$ cat src/rtl/sg90_ramp.sv
// Slew-rate limiter for the SG90 servo: walks sg90_duty toward an accepted
// target by one step per servo frame, then holds for a settle period.
module sg90_ramp #(
  parameter int CLK_FRE     = 50,
  parameter int STEP_US     = 20000,
  parameter int INIT_DUTY   = 50,
  parameter int HOLD_FRAMES = 5
) (
  input  logic       clk,
  input  logic       rst,
  input  logic [7:0] target_duty,
  input  logic       target_valid,
  output logic       target_ready,
  output logic [7:0] sg90_duty,
  output logic       busy,
  output logic       frame_tick
);

  localparam int FRAME_CYC = CLK_FRE * STEP_US;
  localparam int CW = (FRAME_CYC > 1) ? $clog2(FRAME_CYC) : 1;
  localparam int HW = (HOLD_FRAMES > 0) ? $clog2(HOLD_FRAMES + 1) : 1;
  localparam logic [CW-1:0] LAST = CW'(FRAME_CYC - 1);

  typedef enum logic [1:0] {IDLE, MOVE, SETTLE} state_t;

  state_t        state, state_nxt;
  logic [CW-1:0] cnt, cnt_nxt;
  logic [7:0]    tgt;
  logic [HW-1:0] hold;
  logic          accept;

  assign accept  = target_valid && target_ready;
  assign cnt_nxt = (cnt == LAST) ? '0 : cnt + 1'b1;

  // Tick is registered from the next count so it is high exactly while cnt == LAST.
  always_ff @(posedge clk or posedge rst) begin
    if (rst) begin
      cnt        <= '0;
      frame_tick <= 1'b0;
    end else begin
      cnt        <= cnt_nxt;
      frame_tick <= (cnt_nxt == LAST);
    end
  end

  always_ff @(posedge clk or posedge rst) begin
    if (rst) state <= IDLE;
    else     state <= state_nxt;
  end

  always_comb begin
    state_nxt = state;
    case (state)
      IDLE:    if (accept) state_nxt = MOVE;
      MOVE:    if (frame_tick && sg90_duty == tgt) state_nxt = SETTLE;
      SETTLE: begin
        if (hold == '0) state_nxt = IDLE;
        else if (frame_tick && hold == HW'(1)) state_nxt = IDLE;
      end
      default: state_nxt = IDLE;
    endcase
  end

  always_comb begin
    target_ready = 1'b0;
    busy         = 1'b0;
    case (state)
      IDLE:    target_ready = 1'b1;
      MOVE:    busy = 1'b1;
      SETTLE:  busy = 1'b1;
      default: target_ready = 1'b0;
    endcase
  end

  // Steps only move toward a clamped target, so duty stays within 0..100.
  always_ff @(posedge clk or posedge rst) begin
    if (rst) begin
      sg90_duty <= 8'(INIT_DUTY);
      tgt       <= 8'(INIT_DUTY);
      hold      <= '0;
    end else begin
      if (accept)
        tgt <= (target_duty > 8'd100) ? 8'd100 : target_duty;
      if (state == MOVE && frame_tick) begin
        if (sg90_duty < tgt)      sg90_duty <= sg90_duty + 8'd1;
        else if (sg90_duty > tgt) sg90_duty <= sg90_duty - 8'd1;
        else                      hold      <= HW'(HOLD_FRAMES);
      end
      if (state == SETTLE && frame_tick && hold != '0)
        hold <= hold - 1'b1;
    end
  end

endmodule

$ cat config.mk
export PLATFORM = sky130hd
export DESIGN_NAME = sg90_ramp
export DESIGN_NICKNAME = d
export VERILOG_FILES = /design/src/rtl/sg90_ramp.sv
export SDC_FILE = /design/constraint.sdc
export NUM_CORES = 1
export LEC_CHECK = 0
export ABC_CLOCK_PERIOD_IN_PS = 3700
export BUFFER_PORTS_ARGS = -buffer_cell sky130_fd_sc_hd__buf_2
export CAP_MARGIN = 20
export CORE_MARGIN = 3
export CORE_UTILIZATION = 60
export DETAILED_ROUTE_END_ITERATION = 6
export PLACE_DENSITY_LB_ADDON = 0.12
export SETUP_SLACK_MARGIN = 0.4
export SYNTH_ARGS = -nofsm -noshare
export SYNTH_HDL_FRONTEND = slang
export SYNTH_SLANG_ARGS = --single-unit
export TNS_END_PERCENT = 50
$ cat constraint.sdc
create_clock -name clk -period 3.7 [get_ports clk]
set_input_delay 0.74 -clock clk [delete_from_list [all_inputs] [get_ports clk]]
set_output_delay 0.74 -clock clk [all_outputs]
set_load 0.01 [all_outputs]
Word level (Yosys, flattened, before mapping)
Index checks and enable logic that the tools add are counted.
{"block": "op_classes", "n_addsub": 4, "eq_ne": 11, "n_reduce_logical": 15, "order_cmp": 3, "n_mux": 15}
{"cell": "$eq A20 B20 Y1 const B", "n": 2}
{"cell": "$mux W8", "n": 3}
{"cell": "$add A20 B1 Y20 const B", "n": 1}
{"cell": "$mux W20", "n": 1}
{"cell": "$mux W3", "n": 4}
{"cell": "$add A8 B1 Y8 const B", "n": 1}
{"cell": "$eq A8 B8 Y1", "n": 1}
{"cell": "$gt A8 B7 Y1 const B", "n": 1}
{"cell": "$gt A8 B8 Y1", "n": 1}
{"cell": "$lt A8 B8 Y1", "n": 1}
{"cell": "$mux W2", "n": 4}
{"cell": "$sub A8 B1 Y8 const B", "n": 1}
{"cell": "$logic_and A1 B1 Y1", "n": 6}
{"cell": "$pmux W2 S3", "n": 1}
{"cell": "$reduce_and A3 Y1", "n": 2}
{"cell": "$ne A2 B1 Y1 const B", "n": 2}
{"cell": "$ne A2 B2 Y1 const B", "n": 2}
{"cell": "$reduce_bool A2 Y1", "n": 2}
{"cell": "$eq A3 B1 Y1 const B", "n": 1}
{"cell": "$logic_not A3 Y1", "n": 1}
{"cell": "$ne A3 B3 Y1 const B", "n": 1}
{"cell": "$reduce_bool A3 Y1", "n": 1}
{"cell": "$sub A3 B1 Y3 const B", "n": 1}
{"cell": "$eq A2 B1 Y1 const B", "n": 1}
{"cell": "5 further kinds", "n": 6}
{"block": "word_totals", "inputBits": 11, "output_inout_bits": 11, "reg_bits": 42, "elab_cells": 54}

Depth between registers and ports, before layout
Gate-level depths: netlist of run 1.
{"block": "logic_depth", "word_depth": 5, "ltp_mapped": 13, "depth_no_buf": 13}

Least setup slack after synthesis of run 1
Ideal clock, no wire load.
{"block": "synth_path", "kind": "register to register", "startpoint": "register sg90_duty[1]", "endpoint": "register sg90_duty[7]", "synth_period_minus_slack_ns": 2.978, "setup_time_ns": 0.079, "slack_ns": 0.722, "arrival_ns": 2.898, "path_buffers": 0, "stages_incl_launch_ff": 13, "required_time_ns": 3.621, "path_cell_list": "dfstp_2 > ha_1 > nor2b_1 > o211ai_1 > a21o_1 > nand2_1 > ha_1 > a21oi_1 > o211ai_1 > o41a_1 > a211o_1 > a21oi_1 > xor2_1"}
{"block": "synth_via", "elab_chain_cells": 3, "elab_cells_between_ends": 8, "cone_classes": "2 x add/sub; 2 x order compare; 2 x mux; 2 x reduce/logical"}
{"element": "from (decl)", "line": "14", "rtl": "output logic [7:0] sg90_duty,"}
{"element": "from (signal assigned)", "line": "78", "rtl": "sg90_duty <= 8'(INIT_DUTY);"}
{"element": "from (signal assigned)", "line": "85", "rtl": "if (sg90_duty < tgt) sg90_duty <= sg90_duty + 8'd1;"}
{"element": "from (signal assigned)", "line": "86", "rtl": "else if (sg90_duty > tgt) sg90_duty <= sg90_duty - 8'd1;"}
{"element": "$sub A8 B1 Y8, or another cell as far along", "line": "86"}
{"element": "$mux W8 or $reduce_bool A2 Y1 (tied branches)"}
{"element": "$mux W8 or $reduce_and A2 Y1 (tied branches)"}
Parallel ways exist; a longest one is shown, timed or not. The select of a mux whose other input is x is not followed.
A chain may end at the register's enable or synchronous reset.

Worst setup path after layout of run 1
{"block": "layout_path", "startpoint": "register tgt[5]", "endpoint": "register sg90_duty[7]"}
{"block": "layout_via", "elab_chain_cells": 3, "elab_cells_between_ends": 5, "cone_classes": "2 x order compare; 1 x mux; 2 x reduce/logical"}
{"element": "from (decl)", "line": "28", "rtl": "logic [7:0] tgt;"}
{"element": "from (signal assigned)", "line": "79", "rtl": "tgt <= 8'(INIT_DUTY);"}
{"element": "from (signal assigned)", "line": "83", "rtl": "tgt <= (target_duty > 8'd100) ? 8'd100 : target_duty;"}
{"element": "$lt A8 B8 Y1 or $gt A8 B8 Y1 (tied branches)", "line": "85, 86"}
{"element": "$reduce_bool A2 Y1 (no line)"}
{"element": "$reduce_and A2 Y1 (no line)"}
Parallel ways exist; a longest one is shown, timed or not.

==> summary.txt, run 1 <==
post-route cell area -> 2850 um2
DIE AREA -> 5178 um2
die width -> 71.96 um
Seq cells post-synth -> 42
All-Layer GR Usage -> 21.38%
TNS Setup -> 0 ns
clk root buf -> clkbuf_8
Setup crit end kind -> flop
largest family of logic cells by synthesized area -> simple AND/OR/NAND/NOR gates
Clock Latency Late Sink -> 0.29 ns
H-tree Lvls -> 2
max-slew violation count -> 0
# Post-CTS Setup Buffers -> 0
fin crit period -> 3.080 ns
vias per cell -> 5.770
post-synthesis adder-cell area fraction -> 11.31%
P&R area growth vs syn -> 9.204%
Core ar. -> 4086 um2
FMAX -> 324.6 MHz
first-pass GRT wire length -> 8714 um
Peak supply drop -> 0.2584 mV
Post-Syn Instances -> 256
xor and xnor area share after synthesis -> 8.725%
worst-path maximum fanout -> 9
maxcap violations -> 0
status -> finished clean
multiplexer area fraction after synthesis -> 3.020%
post-DR wirelength/cell -> 14.67 um
Post-Synth Simple-Gate Area -> 20.76%
LEAKAGE -> 1.383 nW
DR vias -> 1910
Starting Density -> 63.87%
power per cell area -> 367.6 nW/um2
commonest non-fill, non-tap cell in the layout -> dfrtp_1
Synth Area in Compound Gates -> 11.03%
type of the worst min-delay path -> reg2reg
grt total ovfl -> 0
synthesis warning total -> 0
share of layout cells above drive strength 1 -> 19.93%
number of gates resized after CTS -> 0
dpl cell area -> 2763 um2
Die Y -> 71.96 um
DRT iter0 DRCs -> 88
fin crit share -> 83.25%
fraction of registers with async set or reset after synthesis -> 100.0%
CTS tree -> done
initial antenna violation count -> 0
CP Class -> reg2reg
Hold-fix buffers, CTS -> 0
Synth Flop Type -> dfrtp_1
relative slew slack -> 49.79%
DR DRC count -> 0
Final #Nets -> 314
n_diodes -> 0
RD Place Congestion -> 0.8691
I/O pin count -> 22
final wirelength -> 4857 um
TritonCTS Buffers -> 5
Synth cell types -> 54
WP data required -> 3.91 ns
DR pass1 iterations -> 4
syn nets -> 290
DP Wirelength -> 3825 um
Layout Skew -> 0.006548 ns
Post-Syn Area -> 2610 um2
setup violators final -> 0
worst-margin pin slew -> 0.7523 ns
CP Launch Type -> flop
Post-synth EDFFs -> 0
Std-Cell Rows -> 23
vias in the first global route -> 1929
largest net degree at the start of global routing -> 21
Max clock buf depth -> 2
highest-count cells in the layout ignoring fill and taps -> 36 x dfrtp_1, 22 x inv_1, 22 x ha_1
register area share after synthesis -> 40.56%
Mapped Avg Cell Area -> 10.20 um2
Clock transition at path regs -> 0.08 ns
Worst Path Arrival -> 3.29 ns
Sinks on Clock Net -> 42
RSZ-0062 raised after global routing -> false
Port Buffers -> 21
Final Hold Viols -> 0
antenna viol nets, final -> 0
[Yosys cell counts (2+ instances only)]
library cell  count  area, um2
dfrtp_1          36      900.9
ha_1             22      275.3
inv_1            22      82.58
nor2_1           19      71.32
nand2_1          17      63.81
a21oi_1          14      70.07
xnor2_1          14      122.6
xor2_1           12      105.1
nand3_1          11      55.05
nand4_1           8      50.05
mux2_2            7      78.83
dfstp_2           6      157.7
o21ai_0           5      25.02
a21o_1            4      30.03
a22o_1            4      35.03
nor3_1            4      20.02
buf_2             3      15.01
nor2b_1           3      18.77
nor4_1            3      18.77
a22oi_1           2      15.01
buf_4             2      15.01
clkbuf_1          2      7.510
nand3_2           2      20.02
nor3b_1           2      15.01
o211ai_1          2      15.01
o21bai_1          2      15.01
[path summary, 6_finish.rpt]
check	startpoint	end	slack, ns	cells past startpoint
hold reg to reg	hold[1]$_DFFE_PP0P_	hold[1]$_DFFE_PP0P_	0.50	1
setup reg to reg	tgt[5]$_DFFE_PP1P_	sg90_duty[7]$_DFFE_PP0P_	0.62	13
min in group asynchronous	rst	tgt[0]$_DFFE_PP0P_	0.57	2
hold / removal	hold[1]$_DFFE_PP0P_	hold[1]$_DFFE_PP0P_	0.50	1
setup / recovery	tgt[5]$_DFFE_PP1P_	sg90_duty[7]$_DFFE_PP0P_	0.62	13
max in group asynchronous	rst	sg90_duty[4]$_DFFE_PP1P_	2.40	3
[metrics by stage]
| step | hold slack [ns] | power (mW) | utilization (%) | cells | setup WS [ns] |
|---|---|---|---|---|---|
| 4_1_cts | 0.4931 | 1.059 | 69.57 | 331 | 0.4980 |
| 3_5_place_dp | 0.4754 | 0.7788 | 67.61 | 323 | 0.5113 |
| 2_1_floorplan | 0.4495 | 0.7083 | - | 256 | 0.7225 |
| 6_report | 0.4969 | 1.048 | 69.75 | 331 | 0.6197 |
| 5_1_grt | 0.5231 | 1.117 | 69.75 | 331 | 0.4092 |
| 3_3_place_gp | 0.4609 | 0.7640 | 67.61 | 323 | 0.5891 |
[power breakdown]
group | leakage [nW] | switching (mW) | internal (mW)
clock | 0.0395 | 0.147 | 0.134
combinational | 0.805 | 0.130 | 0.0979
sequential | 0.539 | 0.0254 | 0.513
[critical path: stages (launching register included)]
cell,delay (ns)
dfstp_2,0.52
inv_1,0.05
ha_1,0.29
nand3_1,0.07
nand2_1,0.05
a21oi_1,0.34
nand2_4,0.16
ha_1,0.30
a21oi_1,0.18
o211ai_1,0.14
o41a_1,0.34
a211o_1,0.23
a21oi_1,0.17
xor2_1,0.15
[cell type report]
| cell class | instances | area [um2] |
|---|---|---|
| tap | 50 | 62.56 |
| sequential | 42 | 1059 |
| timing repair buffer | 24 | 127.6 |
| fill | 338 | 1236 |
| inverter | 22 | 82.58 |
| multi-input combinational | 185 | 1439 |
| clock buffer | 8 | 80.08 |
[layer usage]
| layer | wire length [um] | global-route usage (%) | vias to the layer above | share of wire (%) |
|---|---|---|---|---|
| li1 | - | - | 943 | - |
| met1 | 2144 | 27.22 | 929 | 44 |
| met2 | 2510 | 37.55 | 32 | 52 |
| met3 | 135 | 2.909 | 6 | 2.8 |
| met4 | 66 | 7.098 | 0 | 1.4 |
| met5 | 0 | 0 | - | 0 |
[state kept, by name (all words and copies together) (netlist names)]
name        cells
tgt             8
sg90_duty       8
frame_tick      1
cnt            20
hold            3
state           2
[cells by family after synthesis]
| kind of cell | count (synthesis) |
|---|---|
| AO/OA/AOI/OAI | 42 |
| XOR/XNOR | 26 |
| adder cells (fa/ha/maj) | 23 |
| buffers and inverters | 29 |
| flip-flops | 42 |
| multiplexers | 7 |
| AND/OR/NAND/NOR | 87 |
(Power assumes the default switching activity.)
==> inputs of run 2 (changes only) <==
- ABC_AREA: unset -> 1
- ABC_CLOCK_PERIOD_IN_PS: 3700 -> 2800
- CORE_UTILIZATION: 60 -> 54
- clock period: 3.7 -> 2.8 ns (I/O delays scaled with it)
==> run 2 against run 1 <==
Worst hold slack worse by 0.12 ns. Flip-flop and latch count stayed put. Final cell count is 49% higher. Clock power is 69% higher. Synthesized cell count is 52% higher. Core utilization is 1.7 points lower. Fmax is 27% higher. First-iteration DRC count is 19% higher. Critical path depth is 5 higher. Highest routed layer unchanged.
==> summary.txt, run 2 <==
power per cell area -> 483.6 nW/um2
Hold-fix buffers, CTS -> 0
fraction of registers with async set or reset after synthesis -> 100.0%
Peak supply drop -> 0.2784 mV
antenna viol nets, final -> 0
Setup crit end kind -> flop
switch share -> 30.60%
worst-margin pin slew -> 0.5443 ns
relative slew slack -> 63.71%
Synth cell types -> 29
Fin Hold WS -> 0.3768 ns
Std-Cell Rows -> 25
P_int -> 1.114 mW
FMAX -> 413.4 MHz
crit-path cells -> inv_1 -> ha_4 -> a21oi_2 -> nor2_1 -> nor3_2 -> buf_4 -> nand2_8 -> ha_4 -> nand3_2 -> nand3_2 -> nand2_1 -> nor2_1 -> nor2_1 -> inv_1 -> nand2_1 -> nand2_1 -> nand2_1 -> nand2_1
clk root buf -> clkbuf_8
Post-Syn Area -> 2816 um2
max-slew violation count -> 0
Port Buffers -> 21
commonest non-fill, non-tap cell in the layout -> nand2_1
share of layout cells above drive strength 1 -> 17.84%
Net Sw Power -> 491.2 uW
Worst Setup Slack, final -> 0.3809 ns
DR DRC count -> 0
I/O pin count -> 22
Mapped Avg Cell Area -> 7.222 um2
Crit path largest cell delay -> 0.52 ns
vias in the first global route -> 2521
All-Layer GR Usage -> 21.50%
logic gate share of total power -> 26.0%
DRT iter0 DRCs -> 105
ranking of synthesized cells by area -> dfrtp_1 32%, nand2_1 13%, ha_1 9.8%
Clock Latency Late Sink -> 0.29 ns
Layout Skew -> 0.003964 ns
most instantiated cells after synthesis -> 101 x nand2_1, 62 x inv_1, 56 x nor2_1, 36 x dfrtp_1, 32 x nand3_1
CTS tree -> done
slowest CP cell -> dfstp_2
type of the worst min-delay path -> in2async
final wirelength -> 6078 um
LEAKAGE -> 1.723 nW
synthesis warning total -> 0
top-count cell post-synth -> nand2_1
Final Hold Viols -> 0
DR pass1 iterations -> 4
H-tree Lvls -> 2
Worst Path Arrival -> 2.61 ns
DP Wirelength -> 4471 um
registers with the most flip-flops -> cnt: 20 flops, sg90_duty: 8 flops, tgt: 8 flops
DR vias -> 2526
highest-count cells in the layout ignoring fill and taps -> 99 x nand2_1, 60 x inv_1, 56 x nor2_1
Final #Nets -> 459
family with the most delay on the worst path -> simple AND/OR/NAND/NOR gates
syn nets -> 424
Starting Density -> 57.72%
Seq cells post-synth -> 42
first-pass GRT wire length -> 10530 um
Max clock buf depth -> 2
worst-path maximum fanout -> 5
RD Place Congestion -> 0.8650
register area share after synthesis -> 37.58%
post-synth top area share -> 31.99%
n_diodes -> 0
vias per cell -> 5.124
max reg flops -> 20
largest net degree at the start of global routing -> 43
Clock transition at path regs -> 0.08 ns
Core ar. -> 4880 um2
WP data required -> 2.99 ns
dpl ws -> 0.2270 ns
Post-Syn Instances -> 390
fin crit period -> 2.419 ns
Sinks on Clock Net -> 42
RSZ-0062 raised after global routing -> true
Synth Flop Type -> dfrtp_1
status -> finished clean
CP Class -> reg2reg
TritonCTS Buffers -> 5
Total Power -> 1.605 mW
Worst Path Buf+Inv -> 3
die width -> 78.22 um
Largest Register -> cnt
Flop pwr share -> 44.4%
grt total ovfl -> 0
critical path's most frequent cell -> nand2_1
clock network power share -> 29.6%
post-DR wirelength/cell -> 12.33 um
setup violators final -> 0
DIE AREA -> 6118 um2
P&R area growth vs syn -> 17.86%
TNS Setup -> 0 ns
initial antenna violation count -> 0
maxcap violations -> 0
Die Y -> 78.22 um
Post-synth EDFFs -> 0
fin crit share -> 86.40%
post-synth top area cell -> dfrtp_1
CP Launch Type -> flop
==> run 2: cell types whose count changed after synthesis, moves of 6 or more <==
cell and delta:
a21oi_1 -7, xor2_1 -6, nor2_1 +37, mux2_2 -7, xnor2_1 -12, nand2_1 +84
inv_1 +40, o21ai_0 +12, nand3_1 +21
==> run 2: kinds of logic after synthesis <==
| logic type | Yosys count | synth area share, % |
|---|---|---|
| xor+xnor | 8 | 2.488 |
| fa+ha+maj | 23 | 10.48 |
| flops | 42 | 37.58 |
| compound gates | 34 | 6.575 |
| simple gates | 218 | 34.16 |
| buf+inv | 65 | 8.707 |
==> run 2: worst reg2reg max path: cells and delay by family, from the launching register on <==
family / cells / cell delay, ns
compound gates: 1 / 0.11
flops: 1 / 0.52
simple gates: 12 / 0.88
buf+inv: 3 / 0.31
fa+ha+maj: 2 / 0.49
==> run 2: power by group through the flow <==
stage	Clock, mW	Sequential [mW]	Combinational [mW]
final	0.475	0.712	0.418
after global routing	0.514	0.722	0.489
after CTS	0.488	0.712	0.395
after detailed placement	0	0.724	0.360
after global placement	0	0.724	0.351
after floorplan	0	0.718	0.276
==> run 2: final timing paths <==
path	start	to	slack (ns)	cells after the start
worst min-delay path	rst	hold[0]$_DFFE_PP0P_	0.38	3
worst max register to register	tgt[5]$_DFFE_PP1P_	sg90_duty[7]$_DFFE_PP0P_	0.38	18
worst max-delay path	tgt[5]$_DFFE_PP1P_	sg90_duty[7]$_DFFE_PP0P_	0.38	18
worst min register to register	tgt[0]$_DFFE_PP0P_	tgt[0]$_DFFE_PP0P_	0.50	2
min in group clk	tgt[0]$_DFFE_PP0P_	tgt[0]$_DFFE_PP0P_	0.50	2
max in group asynchronous	rst	sg90_duty[4]$_DFFE_PP1P_	2.04	3
==> run 2: stage by stage <==
stage               instances  util (%)  area, um2
floorplan                 390         -       2829
global placement          477     61.82       3017
detailed placement        477     61.82       3017
CTS                       490     66.41       3241
global route              493     68.03       3319
finish                    493     68.03       3319
==> run 2: repair_timing <==
item | in CTS | in global routing
setup buffers | 4 | 3
endpoints found under the setup margin | 5 | 7
gates resized for setup | 10 | 9
pin swaps | 5 | 8
cloned | 1 | 0
==> run 2: area by class of cell <==
class                           count  area [um2]
Inverter                           63       236.5
Clock buffer                        5       68.82
Clock inverter                      3       40.04
Sequential cell                    42        1059
Multi-Input combinational cell    284        1667
Fill cell                         455        1560
Tap cell                           67       83.83
Timing Repair Buffer               29       165.2
==> run 2: metal layers <==
layer,vias to the layer above,track usage (%),part of all wire [%]
met1,1162,24.03,43
met4,0,9.965,2.3
met5,-,0,0
met2,47,38.70,51
met3,13,4.817,3.8
li1,1304,-,-
==> inputs of run 3 (changes only) <==
- CORE_UTILIZATION: 54 -> 56
- CTS_BUF_LIST: unset -> sky130_fd_sc_hd__clkbuf_8
==> run 3 against run 2 <==
Flip-flop and latch count did not move. Sequential power rose by 0.8%. Worst hold slack got worse by 0.15 ns.
==> summary.txt, run 3 (synthesis results as in run 2) <==
vias per cell -> 5.115
CP Class -> reg2reg
DP Wirelength -> 4723 um
LEAKAGE -> 1.714 nW
final wirelength -> 6437 um
I/O pin count -> 22
R2R Setup Slk -> 0.34 ns
vias in the first global route -> 2546
worst-margin pin slew -> 0.5474 ns
TNS Setup -> 0 ns
initial antenna violation count -> 0
Largest Register -> cnt
fin crit share -> 87.68%
Post-Route Utilization -> 69.54%
P_int -> 1.028 mW
Clock Latency Late Sink -> 0.29 ns
Std-Cell Rows -> 25
type of the worst min-delay path -> in2async
post-DR wirelength/cell -> 12.95 um
Port Buffers -> 21
DR pass1 iterations -> 4
Total Power -> 1.535 mW
fin crit period -> 2.455 ns
WP data required -> 3.04 ns
fillcell total -> 389
switch share -> 33.00%
CP startpoint -> sg90_duty[5]$_DFFE_PP1P_
setup violators final -> 0
DR vias -> 2542
Peak supply drop -> 0.3306 mV
RD Place Congestion -> 0.8893
worst-path maximum fanout -> 6
Starting Density -> 58.85%
met3 Use GR -> 3.873%
Net Sw Power -> 506.5 uW
FF-to-FF path depth -> 17
Final Hold Viols -> 0
maxcap violations -> 0
Worst Path Arrival -> 2.69 ns
Critical Path Sink -> sg90_duty[7]$_DFFE_PP0P_
DR DRC count -> 0
antenna viol nets, final -> 0
RSZ-0062 raised after global routing -> true
relative slew slack -> 63.28%
share of layout cells above drive strength 1 -> 20.70%
Max clock buf depth -> 2
FMAX -> 407.3 MHz
DIE AREA -> 5917 um2
global routing usage on met1 -> 27.60%
gr busiest metal -> met2
n_diodes -> 0
power per cell area -> 461.2 nW/um2
logic gate share of total power -> 28.1%
Final #Nets -> 463
r2r startpoint -> sg90_duty[5]$_DFFE_PP1P_
status -> finished clean
largest net degree at the start of global routing -> 20
Die Y -> 76.92 um
clk root buf -> clkbuf_8
max reg flops -> 20
DRT iter0 DRCs -> 87
highest-count cells in the layout ignoring fill and taps -> 96 x nand2_1, 59 x inv_1, 53 x nor2_1
Core ar. -> 4786 um2
P&R area growth vs syn -> 18.17%
H-tree Lvls -> 2
Clock transition at path regs -> 0.08 ns
TritonCTS Buffers -> 5
grt total ovfl -> 0
All-Layer GR Usage -> 22.99%
met2 Resource Use GR -> 41.20%
CTS tree -> done
commonest non-fill, non-tap cell in the layout -> nand2_1
Final Non-Filler Cells -> 497
CP Launch Type -> flop
registers with the most flip-flops -> cnt: 20 flops, sg90_duty: 8 flops, tgt: 8 flops
RR Endpoint -> sg90_duty[7]$_DFFE_PP0P_
Layout Skew -> 0.004692 ns
die width -> 76.92 um
Placed Instances -> 478
Setup crit end kind -> flop
first-pass GRT wire length -> 11140 um
clock network power share -> 25.1%
Sinks on Clock Net -> 42
max-slew violation count -> 0
Flop pwr share -> 46.8%
run 3: cell count changes in the layout (fill, tap and decap cells not counted), sizes merged:
cell / previous run / this run
buf: 29 / 34
bufinv: 1 / 0
nand2: 106 / 105
inv: 62 / 63
run 3: power groups by stage:
stage / sequential [mW] / clock (mW) / combinational (mW)
finish: 0.718 / 0.385 / 0.432
global route: 0.725 / 0.425 / 0.508
CTS: 0.718 / 0.399 / 0.397
detailed placement: 0.729 / 0 / 0.366
global placement: 0.725 / 0 / 0.351
floorplan: 0.718 / 0 / 0.276
run 3: final cells by class:
cell class / instances / area, um2 / area share (%)
inverter: 63 / 236.5 / 7.105
sequential: 42 / 1059 / 31.80
clock inverter: 3 / 13.76 / 0.4135
clock buffer: 5 / 68.82 / 2.068
timing repair buffer: 34 / 206.4 / 6.203
tap: 67 / 83.83 / 2.519
multi-input combinational: 283 / 1660 / 49.89
run 3: routing by layer:
layer	up-vias	part of all wire [%]
li1	1307	-
met3	10	2.9
met4	0	1.9
met2	39	50
met5	-	0
met1	1186	45
run 3: stage by stage:
step	hold WS (ns)	worst slack (ns)	cell area (um2)
4_1_cts	0.2193	0.2903	3187
5_1_grt	0.2324	0.1703	3328
3_5_place_dp	0.4905	0.2302	3024
2_1_floorplan	0.4531	0.4364	2829
6_report	0.2282	0.3449	3328
3_3_place_gp	0.4852	0.3086	3024
run 3: worst min-delay path by stage:
stage | end | slack (ns) | cells past startpoint
after CTS | cnt[18]$_DFF_PP0_ | 0.22 | 2
after global routing | cnt[18]$_DFF_PP0_ | 0.23 | 2
final | cnt[18]$_DFF_PP0_ | 0.23 | 2
after global placement | hold[2]$_DFFE_PP0P_ | 0.49 | 2
after floorplan | tgt[0]$_DFFE_PP0P_ | 0.45 | 2
after detailed placement | hold[2]$_DFFE_PP0P_ | 0.49 | 2
run 3: worst max-delay path, cell delays in order (launching register included):
cell	delay [ns]
dfstp_2	0.59
ha_4	0.22
a21oi_2	0.13
nor2_2	0.05
nor3_2	0.11
buf_4	0.17
nand2_8	0.08
ha_4	0.31
nand3_1	0.10
nand3_2	0.12
nand2_1	0.07
nor2_2	0.15
nor2_4	0.05
inv_1	0.05
nand2_1	0.04
nand2_1	0.06
nand2_1	0.05
nand2_1	0.06
run 3: what timing repair did:
action	4_1_cts	5_1_grt
gates resized for setup	8	24
setup buffers	4	7
hold buffers	0	0
endpoints found under the setup margin	4	8
pin swaps	10	18
